[config.mk]
export PLATFORM = sky130hd
export DESIGN_NAME = spi_reg_ctrl
export DESIGN_NICKNAME = d
export VERILOG_FILES = /design/src/rtl/spi_reg_ctrl_pkg.sv /design/src/rtl/spi_reg_bank.sv /design/src/rtl/spi_reg_ctrl.sv
export SDC_FILE = /design/constraint.sdc
export NUM_CORES = 1
export LEC_CHECK = 0
export ABC_AREA = 1
export CAP_MARGIN = 15
export CORE_ASPECT_RATIO = 1.5
export CORE_UTILIZATION = 45
export CTS_BUF_LIST = sky130_fd_sc_hd__clkbuf_4 sky130_fd_sc_hd__clkbuf_8
export CTS_CLUSTER_DIAMETER = 30
export DETAILED_ROUTE_END_ITERATION = 8
export GPL_TIMING_DRIVEN = 0
export PLACE_DENSITY_LB_ADDON = 0.15
export SETUP_SLACK_MARGIN = 0.1
export SLEW_MARGIN = 0
export SYNTH_ARGS = -nofsm -noshare
export SYNTH_HDL_FRONTEND = slang
export SYNTH_HIERARCHICAL = 1
export SYNTH_SLANG_ARGS = --single-unit
[constraint.sdc]
create_clock -name clk -period 2.8 [get_ports clk]
set_input_delay 0.42 -clock clk [delete_from_list [all_inputs] [get_ports clk]]
set_output_delay 0.42 -clock clk [all_outputs]
set_load 0.05 [all_outputs]
[src/rtl/spi_reg_ctrl_pkg.sv]
// Shared definitions for the SPI register-access controller: FSM encoding,
// command byte layout, default special addresses and address sequencing.
package spi_reg_ctrl_pkg;

  typedef enum logic [1:0] {
    IDLE = 2'd0,
    CMD  = 2'd1,
    DATA = 2'd2
  } state_e;

  // Command byte: bit 7 selects write (1) or read (0), bits 6:0 the address.
  localparam int RW_BIT   = 7;
  localparam int ADDR_MSB = 6;

  localparam logic [6:0] STATUS_ADDR_DEF = 7'h7F;
  localparam logic [7:0] BAD_BYTE_DEF    = 8'hEE;

  // Burst address step: the status address is sticky, the last register
  // wraps back to register 0, anything else simply counts up.
  function automatic logic [6:0] addr_advance(input logic [6:0] addr,
                                              input logic [6:0] last_reg,
                                              input logic [6:0] status_addr);
    if (addr == status_addr) begin
      return addr;
    end else if (addr == last_reg) begin
      return 7'd0;
    end else begin
      return addr + 7'd1;
    end
  endfunction

endpackage

[src/rtl/spi_reg_bank.sv]
// NUM_REGS x 8-bit register bank with one write port, a combinational read
// mux and the whole bank exposed flat for board-level logic.
module spi_reg_bank #(
  parameter int NUM_REGS = 4
) (
  input  logic                  clk,
  input  logic                  rst,
  input  logic                  we_i,
  input  logic [6:0]            waddr_i,
  input  logic [7:0]            wdata_i,
  input  logic [6:0]            raddr_i,
  output logic [7:0]            rdata_o,
  output logic [8*NUM_REGS-1:0] regs_o
);

  generate
    for (genvar gi = 0; gi < NUM_REGS; gi++) begin : g_reg
      logic [7:0] reg_q;

      // Register gi loads only when its own address is written.
      always_ff @(posedge clk) begin
        if (!rst) begin
          reg_q <= 8'h00;
        end else if (we_i && (waddr_i == 7'(gi))) begin
          reg_q <= wdata_i;
        end
      end

      assign regs_o[8*gi +: 8] = reg_q;
    end
  endgenerate

  // Read mux; addresses outside the bank read as zero (caller filters them).
  always_comb begin
    rdata_o = 8'h00;
    for (int k = 0; k < NUM_REGS; k++) begin
      if (raddr_i == 7'(k)) begin
        rdata_o = regs_o[8*k +: 8];
      end
    end
  end

endmodule

[src/rtl/spi_reg_ctrl.sv]
// Command controller on top of an SPI slave byte datapath: first byte of a
// frame is a read/write command with address, later bytes are burst data.
module spi_reg_ctrl
  import spi_reg_ctrl_pkg::*;
#(
  parameter int         NUM_REGS    = 4,
  parameter logic [6:0] STATUS_ADDR = STATUS_ADDR_DEF,
  parameter logic [7:0] BAD_BYTE    = BAD_BYTE_DEF
) (
  input  logic                  clk,
  input  logic                  rst,
  input  logic                  ss,
  input  logic                  rx_done,
  input  logic [7:0]            rx_data,
  output logic [7:0]            tx_data,
  input  logic [7:0]            status_in,
  output logic [8*NUM_REGS-1:0] regs_out,
  output logic                  wr_strobe,
  output logic [6:0]            wr_addr,
  output logic                  addr_err,
  output logic [7:0]            frame_cnt,
  output logic                  busy
);

  localparam logic [6:0] LAST_REG = 7'(NUM_REGS - 1);

  state_e     state_q, state_d;
  logic       rw_q, rw_d;
  logic [6:0] addr_q, addr_d;
  logic       data_seen_q, data_seen_d;
  logic [7:0] tx_q, tx_d;
  logic       wr_strobe_q, wr_strobe_d;
  logic [6:0] wr_addr_q, wr_addr_d;
  logic       addr_err_q, addr_err_d;
  logic [7:0] frame_cnt_q, frame_cnt_d;

  logic       bank_we;
  logic [6:0] raddr;
  logic [6:0] addr_next;
  logic [7:0] bank_rdata;
  logic [7:0] read_byte;
  logic       read_bad;

  function automatic logic is_reg(input logic [6:0] a);
    return (32'(a) < 32'(NUM_REGS));
  endfunction

  spi_reg_bank #(.NUM_REGS(NUM_REGS)) u_bank (
    .clk     (clk),
    .rst     (rst),
    .we_i    (bank_we),
    .waddr_i (addr_q),
    .wdata_i (rx_data),
    .raddr_i (raddr),
    .rdata_o (bank_rdata),
    .regs_o  (regs_out)
  );

  // Read address: the command's own address in CMD, the post-increment one in DATA.
  always_comb begin
    addr_next = addr_advance(addr_q, LAST_REG, STATUS_ADDR);
    raddr     = (state_q == CMD) ? rx_data[ADDR_MSB:0] : addr_next;
  end

  // Byte presented for a read of raddr, flagging illegal addresses.
  always_comb begin
    read_byte = BAD_BYTE;
    read_bad  = 1'b1;
    if (is_reg(raddr)) begin
      read_byte = bank_rdata;
      read_bad  = 1'b0;
    end else if (raddr == STATUS_ADDR) begin
      read_byte = status_in;
      read_bad  = 1'b0;
    end
  end

  // Frame sequencing: next state, address counter, tx preload, writes, counters.
  always_comb begin
    state_d     = state_q;
    rw_d        = rw_q;
    addr_d      = addr_q;
    data_seen_d = data_seen_q;
    tx_d        = tx_q;
    wr_strobe_d = 1'b0;
    wr_addr_d   = wr_addr_q;
    addr_err_d  = addr_err_q;
    frame_cnt_d = frame_cnt_q;
    bank_we     = 1'b0;
    case (state_q)
      IDLE: begin
        tx_d = 8'h00;
        if (!ss) begin
          state_d     = CMD;
          data_seen_d = 1'b0;
        end
      end
      CMD: begin
        if (ss) begin
          // Command-only or empty frame: dropped without counting.
          state_d = IDLE;
          tx_d    = 8'h00;
        end else if (rx_done) begin
          rw_d    = rx_data[RW_BIT];
          addr_d  = rx_data[ADDR_MSB:0];
          state_d = DATA;
          if (rx_data[RW_BIT]) begin
            tx_d = 8'h00;
          end else begin
            tx_d = read_byte;
            if (read_bad) addr_err_d = 1'b1;
          end
        end
      end
      DATA: begin
        if (ss) begin
          // ss wins over a coincident rx_done, so that byte is lost.
          state_d = IDLE;
          tx_d    = 8'h00;
          if (data_seen_q) frame_cnt_d = frame_cnt_q + 8'd1;
        end else if (rx_done) begin
          data_seen_d = 1'b1;
          addr_d      = addr_next;
          if (rw_q) begin
            if (is_reg(addr_q)) begin
              bank_we     = 1'b1;
              wr_strobe_d = 1'b1;
              wr_addr_d   = addr_q;
            end else begin
              addr_err_d = 1'b1;
            end
          end else begin
            tx_d = read_byte;
            if (read_bad) addr_err_d = 1'b1;
          end
        end
      end
      default: begin
        state_d = IDLE;
        tx_d    = 8'h00;
      end
    endcase
  end

  // State and output registers; reset abandons any frame in flight.
  always_ff @(posedge clk) begin
    if (!rst) begin
      state_q     <= IDLE;
      rw_q        <= 1'b0;
      addr_q      <= 7'd0;
      data_seen_q <= 1'b0;
      tx_q        <= 8'h00;
      wr_strobe_q <= 1'b0;
      wr_addr_q   <= 7'd0;
      addr_err_q  <= 1'b0;
      frame_cnt_q <= 8'd0;
    end else begin
      state_q     <= state_d;
      rw_q        <= rw_d;
      addr_q      <= addr_d;
      data_seen_q <= data_seen_d;
      tx_q        <= tx_d;
      wr_strobe_q <= wr_strobe_d;
      wr_addr_q   <= wr_addr_d;
      addr_err_q  <= addr_err_d;
      frame_cnt_q <= frame_cnt_d;
    end
  end

  assign tx_data   = tx_q;
  assign wr_strobe = wr_strobe_q;
  assign wr_addr   = wr_addr_q;
  assign addr_err  = addr_err_q;
  assign frame_cnt = frame_cnt_q;
  assign busy      = (state_q != IDLE);

endmodule

==> impl_metrics.toml, run 1 <==
[status]
outcome = "finished clean"

[layout]
diodes = 0
syn2layout_area_growth_pct = 35.4
layout-drive-gt1-share_pct = 14.6
final_area_sq_um = 5130
stdcell_count = 771
layout.nets = 686

[pwr]
p_int_mw = 1.69
clkPwrFrac_pct = 36.2
peakVddDrop_v = 0.000414
p_switching_mw = 0.718
combPwrFrac_pct = 22.9
power.density_nw_per_um2 = 471
seqPwrFrac_pct = 40.9
switching_share_pct = 29.8
power_leakage_nw = 2.05

[global_route]
grt_pass1_vias = 3869
grt_max_degree = 12
antenna_found_initial = 0
grt-ovfl-total = 0
grt_pass1_wl_um = 18800
grt.total_usage_pct = 27.8

[floorplanning]
dieArea_sq_um = 8790
core-area_sq_um = 8060
row_count = 40
io_pins = 78
die_y_um = 114
die_x_um = 76.9
start_util_pct = 47.0

[yosys]
post-synth-top-area-fraction_pct = 36.0
syn_inst = 563
syn_area_per_cell_sq_um = 6.72
syn-num-nets = 588
synth-warning-count = 6
synth_edf_count = 0
synth_top_flop_cell = "dfxtp_1"
ys_types = 38
synth-seq-cells = 68
synth_most_common_cell = "nand2_1"
syn-cell-area_sq_um = 3780
yosysSeqAreaShare_pct = 36.0
async_flop_share_pct = 0
synth_commonest_cells = "109 x nand2_1, 83 x nand3_1, 68 x a21oi_1, 68 x dfxtp_1, 66 x inv_1"
yosysTopAreaCell = "dfxtp_1"
synth_area_leaders = "dfxtp_1 36%, nand3_1 11%, nand2_1 11%"

[place]
io_buffer_count = 77
place_hpwl_um = 8850
pre_cts_ws_ns = -0.230
place.gp.congestion = 0.908
dp.cells = 745
place_area_sq_um = 4690

[route]
wl_per_cell_um = 15.2
via_per_inst = 5.28
route.vias.total = 4069
drtAntennaViolNets = 0
totalWireLength_um = 11700
dr.pass1.iters = 6
drc = 0
drt_iter0_drc = 230

[cts]
clk_pin_slew_ns = 0.07
cts.sinks = 68
hold_buffers = 0
tritoncts = "built"
clock_path_buffers = 2
numCtsBuffers = 9
cts_root_buf = "clkbuf_8"
clkLatencyLatePin_ns = 0.36
cts_max_level = 3

[sta]
fin_tns_setup_ns = 0
relSlewSlack_pct = 50.0
min_period_ns = 2.51
finalHoldViolations = 0
fin_skew_ns = 0.00564
fin_crit_sh_pct = 89.6
slew_violations = 0
rsz0062_at_grt = "true"
worst_slew_pin_slew_ns = 0.745
timing.final.ws_setup_ns = 0.292
worst_hold_slack_ns = 0.436
finalSetupViolations = 0
fmax_ghz = 0.399

[critical_path]
path_delay_family = "buffers and inverters"
crit_path_end_kind = "register"
cp-start-kind = "register"
path_max_fanout = 11
max_stage_delay_ns = 0.33
critPathArrivalTime_ns = 2.76
path_class = "reg2reg"
cp.required_ns = 3.05
path_buf_inv = 6
crit_slowest_cell = "dfxtp_1"
crit_chain = "inv_1, ha_1, clkbuf_4, nand2_1, nor3_2, inv_1, nor2_1, clkbuf_4, inv_1, nor2_2, clkbuf_4, nand3_1, nand2_1, nor2_1"

[flow_run]
drv_cap = 0

[worst_hold_path]
hold_class = "reg2reg"
-- flip-flops by register name, indices dropped and copies added, names as in the netlist --
name,cells
data_seen_q,1
frame_cnt,8
tx_data,8
rw_q,1
addr_err,1
u_bank/g.reg_q,32
wr_addr,7
wr_strobe,1
state_q,2
addr_q,7
-- placed cells by master (no fill, tap or decap), drive strengths merged, types with 2 or more instances in the layout --
cell type	Yosys	layout
nand2	118	118
nand3	88	88
clkdlybuf4s50	0	77
a21oi	70	70
nor2	69	69
dfxtp	68	68
inv	67	67
buf	23	30
clkbuf	4	22
o21ai	14	14
nand4	13	13
ha	5	5
nor3	5	5
o211ai	3	3
or2	3	3
and2	2	2
nor3b	2	2
a21boi	2	2
clkinv	2	2
-- final timing paths --
kind | startpoint | to | slack (ns) | cells after the start
worst max register to register | state_q[0]$_SDFFE_PN0P_ | u_bank/g_reg[1].reg_q[2]$_SDFFE_PN0P_ | 0.29 | 14
worst min-delay path | wr_addr[4]$_SDFFE_PN0P_ | wr_addr[4]$_SDFFE_PN0P_ | 0.44 | 2
worst max-delay path | state_q[0]$_SDFFE_PN0P_ | u_bank/g_reg[1].reg_q[2]$_SDFFE_PN0P_ | 0.29 | 14
worst min register to register | wr_addr[4]$_SDFFE_PN0P_ | wr_addr[4]$_SDFFE_PN0P_ | 0.44 | 2
-- worst reg2reg max path, delay by kind of cell (launching register included) --
| kind | cells | cell delay (ns) |
|---|---|---|
| flip-flops | 1 | 0.33 |
| buffers and inverters | 6 | 0.95 |
| adder cells (fa/ha/maj) | 1 | 0.20 |
| AND/OR/NAND/NOR | 7 | 0.92 |
-- power by group through the flow --
stage,Sequential [mW],Clock (mW),Combinational [mW]
floorplan,1.01,0,0.289
global placement,1.01,0,0.424
CTS,0.986,0.884,0.478
finish,0.987,0.872,0.553
detailed placement,1.01,0,0.430
global route,0.988,0.924,0.590
-- what timing repair did --
| item | CTS | global route |
|---|---|---|
| hold endpoints to repair | 0 | 0 |
| cloned | 0 | 2 |
| pin swaps | 4 | 5 |
| gates resized for setup | 11 | 24 |
| setup buffers | 5 | 3 |
| setup endpoints to repair | 8 | 40 |
-- final cells by class --
| class | count | area (sq um) |
|---|---|---|
| inverters | 69 | 260 |
| plain buffers | 27 | 213 |
| flip-flops and latches | 68 | 1370 |
| multi-input cells | 399 | 2050 |
| clock buffers | 15 | 181 |
| well taps | 105 | 131 |
| clock inverters | 1 | 30.0 |
| fillers | 795 | 2930 |
| repair buffers | 87 | 891 |
-- metrics by stage --
stage          util [%]  total power [mW]
6_report           63.6              2.41
5_1_grt            63.6              2.50
4_1_cts            62.2              2.35
3_5_place_dp       58.2              1.44
3_3_place_gp       58.2              1.43
2_1_floorplan         -              1.30
-- cell families (layout without fill, tap and decap cells) --
family	count (synthesis)	after routing	share of synthesized area, %
AO/OA/AOI/OAI	93	93	13.2
flip-flops	68	68	36.0
buffers and inverters	96	199	11.8
adder cells (fa/ha/maj)	5	5	1.65
XOR/XNOR	1	1	0.231
AND/OR/NAND/NOR	300	300	37.1
-- routing by layer --
layer	share of wire, %	wire length (um)	track usage (%)	vias up
met2	52	6050	51.2	157
met5	0	0	0	-
met3	5.4	630	4.14	51
li1	-	-	-	2031
met1	38	4420	28.4	1830
met4	5.3	625	20.0	0
No activity file was read; power rests on OpenSTA's default activity.
==> inputs of run 2 (changes only) <==
CAP_MARGIN = 0   (was 15)
==> results of run 2 <==
The final DEF is identical to that of run 1; final timing and power are the same.
